### src/rtl/io_pkg.sv
// Register map and identity constants shared by the input-side peripherals.
// Address constants double as the read-mux select values.
package io_pkg;

  typedef enum logic [1:0] {
    IN_ADDR_LEVEL = 2'd0,
    IN_ADDR_RISE  = 2'd1,
    IN_ADDR_FALL  = 2'd2,
    IN_ADDR_ID    = 2'd3
  } in_addr_e;

  localparam logic [31:0] IN_ID_BASE     = 32'h001D_0000;
  localparam int unsigned IN_DIV_DEFAULT = 100000;

  // Block id word: fixed tag in the upper half, channel count in the low bits.
  function automatic logic [31:0] in_block_id(input int unsigned n_ch);
    return IN_ID_BASE | 32'(n_ch);
  endfunction

endpackage

### src/rtl/debounce_ch.sv
// One-channel debouncer: adopts a new level after STABLE consecutive differing ticks.
// rise/fall are single-cycle combinational pulses aligned with the edge that updates level.
module debounce_ch #(
  parameter int unsigned STABLE = 4
) (
  input  logic clk,
  input  logic rst,
  input  logic tick,
  input  logic sync_in,
  output logic level,
  output logic rise,
  output logic fall
);

  localparam int unsigned CW = (STABLE > 1) ? $clog2(STABLE) : 1;
  localparam logic [CW-1:0] LAST = CW'(STABLE - 1);

  logic [CW-1:0] cnt_q, cnt_d;
  logic          level_q, level_d;

  always_ff @(posedge clk) begin
    if (!rst) begin
      cnt_q   <= '0;
      level_q <= 1'b0;
    end else begin
      cnt_q   <= cnt_d;
      level_q <= level_d;
    end
  end

  always_comb begin
    cnt_d   = cnt_q;
    level_d = level_q;
    rise    = 1'b0;
    fall    = 1'b0;
    if (tick) begin
      if (sync_in == level_q) begin
        cnt_d = '0;
      end else if (cnt_q == LAST) begin
        level_d = sync_in;
        cnt_d   = '0;
        rise    = sync_in;
        fall    = ~sync_in;
      end else begin
        cnt_d = cnt_q + CW'(1);
      end
    end
  end

  assign level = level_q;

endmodule

### src/rtl/input_reader.sv
// Switch/button reader: sync, debounce, sticky edge events, registered read-to-clear port.
// Read data/valid appear 1 clk after rd_en; no backpressure, rd_en may fire every cycle.
module input_reader
  import io_pkg::*;
#(
  parameter int unsigned N_CH   = 16,
  parameter int unsigned DIV    = IN_DIV_DEFAULT,
  parameter int unsigned STABLE = 4
) (
  input  logic            clk,
  input  logic            rst,
  input  logic [N_CH-1:0] raw_in,
  input  logic            rd_en,
  input  logic [1:0]      rd_addr,
  output logic [31:0]     rd_data,
  output logic            rd_valid,
  output logic            irq
);

  localparam int unsigned TW = $clog2(DIV);
  localparam logic [TW-1:0] TCNT_LAST = TW'(DIV - 1);

  logic [N_CH-1:0] sync1_q, sync2_q;
  logic [TW-1:0]   tcnt_q, tcnt_d;
  logic            tick;

  logic [N_CH-1:0] level_w, rise_w, fall_w;
  logic [N_CH-1:0] rise_evt_q, rise_evt_d;
  logic [N_CH-1:0] fall_evt_q, fall_evt_d;
  logic [31:0]     rd_data_q, rd_data_d;
  logic            rd_valid_q, rd_valid_d;
  logic            irq_q, irq_d;
  logic [31:0]     rd_mux;
  logic            rd_rise, rd_fall;

  assign tick   = (tcnt_q == TCNT_LAST);
  assign tcnt_d = tick ? '0 : tcnt_q + TW'(1);

  for (genvar i = 0; i < int'(N_CH); i++) begin : g_ch
    debounce_ch #(
      .STABLE (STABLE)
    ) u_deb (
      .clk     (clk),
      .rst     (rst),
      .tick    (tick),
      .sync_in (sync2_q[i]),
      .level   (level_w[i]),
      .rise    (rise_w[i]),
      .fall    (fall_w[i])
    );
  end

  always_comb begin
    rd_mux = '0;
    case (rd_addr)
      IN_ADDR_LEVEL: rd_mux[N_CH-1:0] = level_w;
      IN_ADDR_RISE:  rd_mux[N_CH-1:0] = rise_evt_q;
      IN_ADDR_FALL:  rd_mux[N_CH-1:0] = fall_evt_q;
      IN_ADDR_ID:    rd_mux           = in_block_id(N_CH);
      default:       rd_mux           = '0;
    endcase
  end

  assign rd_rise = rd_en && (rd_addr == IN_ADDR_RISE);
  assign rd_fall = rd_en && (rd_addr == IN_ADDR_FALL);

  // A read clears exactly what it returned; a pulse landing in the same cycle survives.
  always_comb begin
    rise_evt_d = rd_rise ? rise_w : (rise_evt_q | rise_w);
    fall_evt_d = rd_fall ? fall_w : (fall_evt_q | fall_w);
    rd_data_d  = rd_en ? rd_mux : rd_data_q;
    rd_valid_d = rd_en;
    irq_d      = (|rise_evt_q) | (|fall_evt_q);
  end

  always_ff @(posedge clk) begin
    if (!rst) begin
      sync1_q    <= '0;
      sync2_q    <= '0;
      tcnt_q     <= '0;
      rise_evt_q <= '0;
      fall_evt_q <= '0;
      rd_data_q  <= '0;
      rd_valid_q <= 1'b0;
      irq_q      <= 1'b0;
    end else begin
      sync1_q    <= raw_in;
      sync2_q    <= sync1_q;
      tcnt_q     <= tcnt_d;
      rise_evt_q <= rise_evt_d;
      fall_evt_q <= fall_evt_d;
      rd_data_q  <= rd_data_d;
      rd_valid_q <= rd_valid_d;
      irq_q      <= irq_d;
    end
  end

  assign rd_data  = rd_data_q;
  assign rd_valid = rd_valid_q;
  assign irq      = irq_q;

endmodule
### config.mk
export PLATFORM = sky130hd
export DESIGN_NAME = input_reader
export DESIGN_NICKNAME = d
export VERILOG_FILES = /design/src/rtl/io_pkg.sv /design/src/rtl/debounce_ch.sv /design/src/rtl/input_reader.sv
export SDC_FILE = /design/constraint.sdc
export NUM_CORES = 1
export LEC_CHECK = 0
export BUFFER_PORTS_ARGS = -buffer_cell sky130_fd_sc_hd__buf_4
export CORE_AREA = 2 2 116 118
export DETAILED_ROUTE_END_ITERATION = 10
export DIE_AREA = 0 0 118 120
export GPL_ROUTABILITY_DRIVEN = 0
export PLACE_DENSITY = 0.74
export SLEW_MARGIN = 20
export SYNTH_ARGS = -nofsm -noshare
export SYNTH_HDL_FRONTEND = slang
export SYNTH_SLANG_ARGS = --single-unit
### constraint.sdc
create_clock -name clk -period 2.2 [get_ports clk]
set_input_delay 0.44 -clock clk [delete_from_list [all_inputs] [get_ports clk]]
set_output_delay 0.44 -clock clk [all_outputs]
set_load 0.1 [all_outputs]
* Word-level counts from Yosys, hierarchy flattened
Cells that the tools add are included.
** Word-level totals
- Flip-flop bits (word level) :: 163
- Latch bits :: 0
- Memory bits (writable) :: 0
- ROM bits :: 0
- Bits of input ports :: 21
- Output and inout port bits :: 34
- Word-level logic and storage cells :: 283
- Memories kept :: 0
** Cells by class
- Add/sub/neg operators :: 17
- $mul :: 0
- Div/mod/pow operators :: 0
- $lt $le $gt $ge :: 0
- Equal/unequal tests :: 36
- Shifts and indexed selects :: 0
- Multiplexer cells :: 132
- Bitwise operators :: 36
- Reductions and logical operators :: 22
** Operators by type and width (count)
- $mux 1 :: 96
- $mux 2 :: 32
- $pmux 16 s4 :: 1
- $reduce_and 3->1 :: 16
- $eq 2x2->1 const B :: 18
- $not 1->1 :: 33
- $add 2x1->2 const B :: 16
- $mux 16 :: 2
- $or 16x16->16 :: 2
- $reduce_or 16->1 :: 2
- $add 17x1->17 const B :: 1
- $eq 17x17->1 const B :: 1
- $eq 1x1->1 :: 16
- $mux 5 :: 1
- $eq 2x1->1 const B :: 1
- $logic_and 1x1->1 :: 2
- $logic_not 2->1 :: 1
- $reduce_or 2->1 :: 1
- $or 1x1->1 :: 1

* Logic depth before layout (Yosys ltp)
- Word-level depth :: 6
- Depth in mapped cells :: 8
- Depth with buffers taken out :: 5

* Hierarchy
Synthesis repeated with hierarchy kept, for this count alone.
** Second synthesis, totals
- Cells, all modules :: 664
- Area, all modules :: 6476.2 um^2
** By module, submodules not included
- input_reader :: instances 1, cells each 392, area each 3853.7 um^2, sequential area each 2001.9 um^2
- debounce_ch :: instances 16, cells each 17, area each 163.9 um^2, sequential area each 60.1 um^2

* Worst setup path before layout
OpenSTA, ideal clock, no wires.
- Path type :: reg2out
- Start :: register rd_data[19] (netlist name)
- End :: output port rd_data[18]
- Data arrival time :: 1.410 ns
- Required time :: 1.760 ns
- Path slack :: 0.350 ns
- Stages on the path, launching flop included :: 2
- Buffers on the path :: 1
- Cell sequence :: dfxtp_1 buf_4
** RTL lines
- end: declaration :: line input_reader.sv:15 : output logic [31:0] rd_data,

* Worst setup path in the final report
- Start :: register tcnt_q[7]
- End :: register tcnt_q[8]
** Between the ends
- Longest elaborated chain between the ends :: 2
- Elaborated cells on any way between the ends :: 3
- Classes of those cells :: 1 x add/sub; 1 x eq/ne; 1 x reduce/logical
** Ends and longest elaborated chain
- start: declaration :: line input_reader.sv:24 : logic [TW-1:0] tcnt_q, tcnt_d;
- start signal: assignment :: line input_reader.sv:89 : tcnt_q <= tcnt_d;
- branches (longest 2 deep; another with $add 17x1->17)
Several ways; the timed one is not identified.
A chain may end at the register's enable or synchronous reset.

==> flow_summary_export.csv <==
group,metric,value,unit
synth,avgSynthCellArea,9.326,µm²
layout,diodes,0,
worst_setup_path,path_class,"flop to flop",
flow_run,maxCapViolations,0,
clock_tree,cts_buffers,17,
sta,setup-violations-final,0,
layout,instances_no_fill,889,
die,rows,42,
global_route,grt_overflow,0,
clock_tree,cts_tree,"built",
clock_tree,clk_path_buf_depth,2,
pwr,p_leak,0.003021,µW
die,start_util,48.79,%
worst_setup_path,cp.arrival,2240,ps
route,via_per_inst,5.840,
die,die_area,14160,µm²
global_route,track_usage,20.95,%
worst_setup_path,path_cells,"nor3b_1 > nand2_1 > o21ai_2 > nor2_1",
layout,nets,739,
global_route,grt_antenna_before_repair,0,
synth,seq_area_frac_synth,46.79,%
route,wl_met3,1048,µm
route,initialDrtViolationCount,417,
sta,post-route-min-period,1957,ps
worst_setup_path,cp-end-kind,"flop",
clock_tree,cts_root_buf,"clkbuf_16",
pwr,powerDensity,819.2,nW/µm²
synth,ys_ff_latch,148,
clock_tree,clk_pin_slew,50,ps
worst_setup_path,worst_path_dominant_cell_family,"simple AND/OR/NAND/NOR gates",
route,drc,0,
pwr,power.total,5969,µW
worst_setup_path,required,2480,ps
sta,max_freq,510.9,MHz
layout,syn2layout_area_growth,15.06,%
sta,slew_headroom,60.97,%
global_route,grt_pass1_vias,4789,
global_route,grt_pass1_wl,23520,µm
clock_tree,cts_setup_buffers,0,
sta,hold_viol_final,0,
clock_tree,clkLatencyLatePin,420,ps
layout,final_common_cell,"dfxtp_1",
sta,slew_violations,0,
worst_setup_path,cp_max_fo,14,
worst_hold_path,hold_class,"input pin to flop",
route,wl,14470,µm
synth,synth_area,6332,µm²
worst_setup_path,cp_num_buf_inv,0,
die,design.core.area,12980,µm²
pwr,ir_drop,0.0005220,V
synth,ys_warn_count,0,
sta,tns,0,ps
layout,final_cell_mix,"148 x dfxtp_1, 58 x a21oi_1, 53 x buf_4, 50 x nor2_1",
route,vias,5192,
synth,postSynth.asyncResetShare,0,%
route,avgRoutedWirePerCell,16.28,µm
placed_design,port_buffers,42,
die,pin_count,55,
placed_design,dpl.hpwl,9531,µm
global_route,grt_max_degree,49,
route,wl_met1,6416,µm
synth,synthFlopType,"dfxtp_1",
worst_setup_path,slowest_stage,"o21ai_2",
sta,fin_skew,5.784,ps
sta,rsz0062_at_grt,"no",
route,ant_nets,0,
clock_tree,holdBufCountCts,0,
die,dieHeight,120,µm
layout,drive_gt1_share,15.15,%
placed_design,dp.cells,858,
clock_tree,cts.repair.resized,0,
route,highest_layer,"met4",
clock_tree,htreeDepth,4,
worst_setup_path,startpoint_type,"flop",
sta,worst_pin_slew,585.3,ps
route,firstDrtPassIters,7,
clock_tree,clock_sinks,148,
outcome,status,"completed",
synth,synth-edff-count,0,
worst_setup_path,max_stage_delay,620,ps
die,die_w,118,µm
route,wl_met2,6728,µm
synth,synth_cells,679,
synth,ys_types,43,
sta,period_share,88.97,%
==> worst reg2reg max path, stage by stage, from the launching register on <==
cell and delay, ps:
dfxtp_1 400, nor3b_1 310, nand2_1 390, o21ai_2 620, nor2_1 110
==> cell type report <==
class,count,area [µm²]
inverter,3,11.26
clock buffer,22,484.2
sequential,148,2963
multi-input combinational,476,3067
clock inverter,9,102.6
timing repair buffer,55,437.9
fill,1128,5694
tap,176,220.2
==> cells by family (layout without fill, tap and decap cells) <==
kind of cell / after synthesis / in the layout / share of synthesized area (%)
compound gates: 175 / 175 / 18.87
buf+inv: 66 / 89 / 5.532
xor+xnor: 12 / 12 / 1.660
flops: 148 / 148 / 46.79
fa+ha+maj: 17 / 17 / 3.359
simple gates: 250 / 250 / 22.15
other cells: 1 / 12 / 0.05922
mux: 10 / 10 / 1.581
==> stage by stage <==
stage,area [µm²],worst slack [ps],hold WS [ps],util (%)
global placement,6699,366.2,420.7,51.61
finish,7286,242.6,227.5,56.13
global route,7286,65.75,215.9,56.13
CTS,7286,268.7,216.3,56.13
floorplan,6374,350.0,411.9,-
detailed placement,6699,281.1,418.4,51.61
==> synth_stat cells (2+ instances only) <==
| library cell | number | share of area (%) |
|---|---|---|
| a41o_1 | 16 | 2.5 |
| nand3_1 | 8 | 0.63 |
| nor4_1 | 10 | 0.99 |
| nor3b_1 | 2 | 0.24 |
| inv_1 | 2 | 0.12 |
| dfxtp_1 | 148 | 47 |
| or2_2 | 16 | 1.6 |
| nand2_1 | 28 | 1.7 |
| mux2i_1 | 10 | 1.6 |
| o21ai_0 | 3 | 0.24 |
| a21oi_1 | 58 | 4.6 |
| ha_1 | 17 | 3.4 |
| and3_1 | 5 | 0.49 |
| o21ai_1 | 30 | 2.4 |
| buf_4 | 24 | 2.8 |
| nor2_1 | 50 | 3.0 |
| a22o_1 | 6 | 0.83 |
| xor2_1 | 7 | 0.97 |
| nand2b_1 | 2 | 0.20 |
| nor2b_1 | 41 | 4.1 |
| nand4_1 | 41 | 4.1 |
| xnor2_1 | 5 | 0.69 |
| a32o_1 | 32 | 5.1 |
| a31oi_1 | 17 | 1.7 |
| a211oi_1 | 9 | 1.1 |
| clkbuf_1 | 28 | 1.7 |
| buf_2 | 10 | 0.79 |
| and2_1 | 34 | 3.4 |
| o31ai_1 | 2 | 0.24 |
| and4_1 | 4 | 0.55 |
| nor3_1 | 2 | 0.16 |
==> metal layers <==
layer  global-route usage (%)  vias to the layer above
li1                         -                     2513
met1                    26.69                     2440
met2                    33.72                      213
met3                    5.133                       26
met4                    9.413                        0
met5                        0                        -
==> state kept, by name, summed over array words and instances (netlist names), 16 cells and up <==
name / cells
sync2_q: 16
rise_evt_q: 16
tcnt_q: 17
g_ch.u_deb.cnt_q: 32
fall_evt_q: 16
g_ch.u_deb.level: 16
sync1_q: 16
rd_data: 17
==> final timing paths <==
check                           slack, ps                  start  cells after the start               endpoint
worst max-delay path                  240   tcnt_q[7]$_SDFF_PP0_                      4   tcnt_q[8]$_SDFF_PP0_
worst min-delay path                  230              raw_in[5]                      2  sync1_q[5]$_SDFF_PN0_
worst max register to register        240   tcnt_q[7]$_SDFF_PP0_                      4   tcnt_q[8]$_SDFF_PP0_
worst min register to register        430  sync1_q[5]$_SDFF_PN0_                      1  sync2_q[5]$_SDFF_PN0_
==> where the power goes <==
part | total (µW) | leakage [µW] | internal [µW] | switching (µW)
Clock | 2830 | 0.000295 | 1770 | 1050
Sequential | 2750 | 0.00120 | 2720 | 28.2
Combinational | 391 | 0.00152 | 92.2 | 298
Total | 5970 | 0.00302 | 4590 | 1380
No activity file was read; power rests on OpenSTA's default activity.
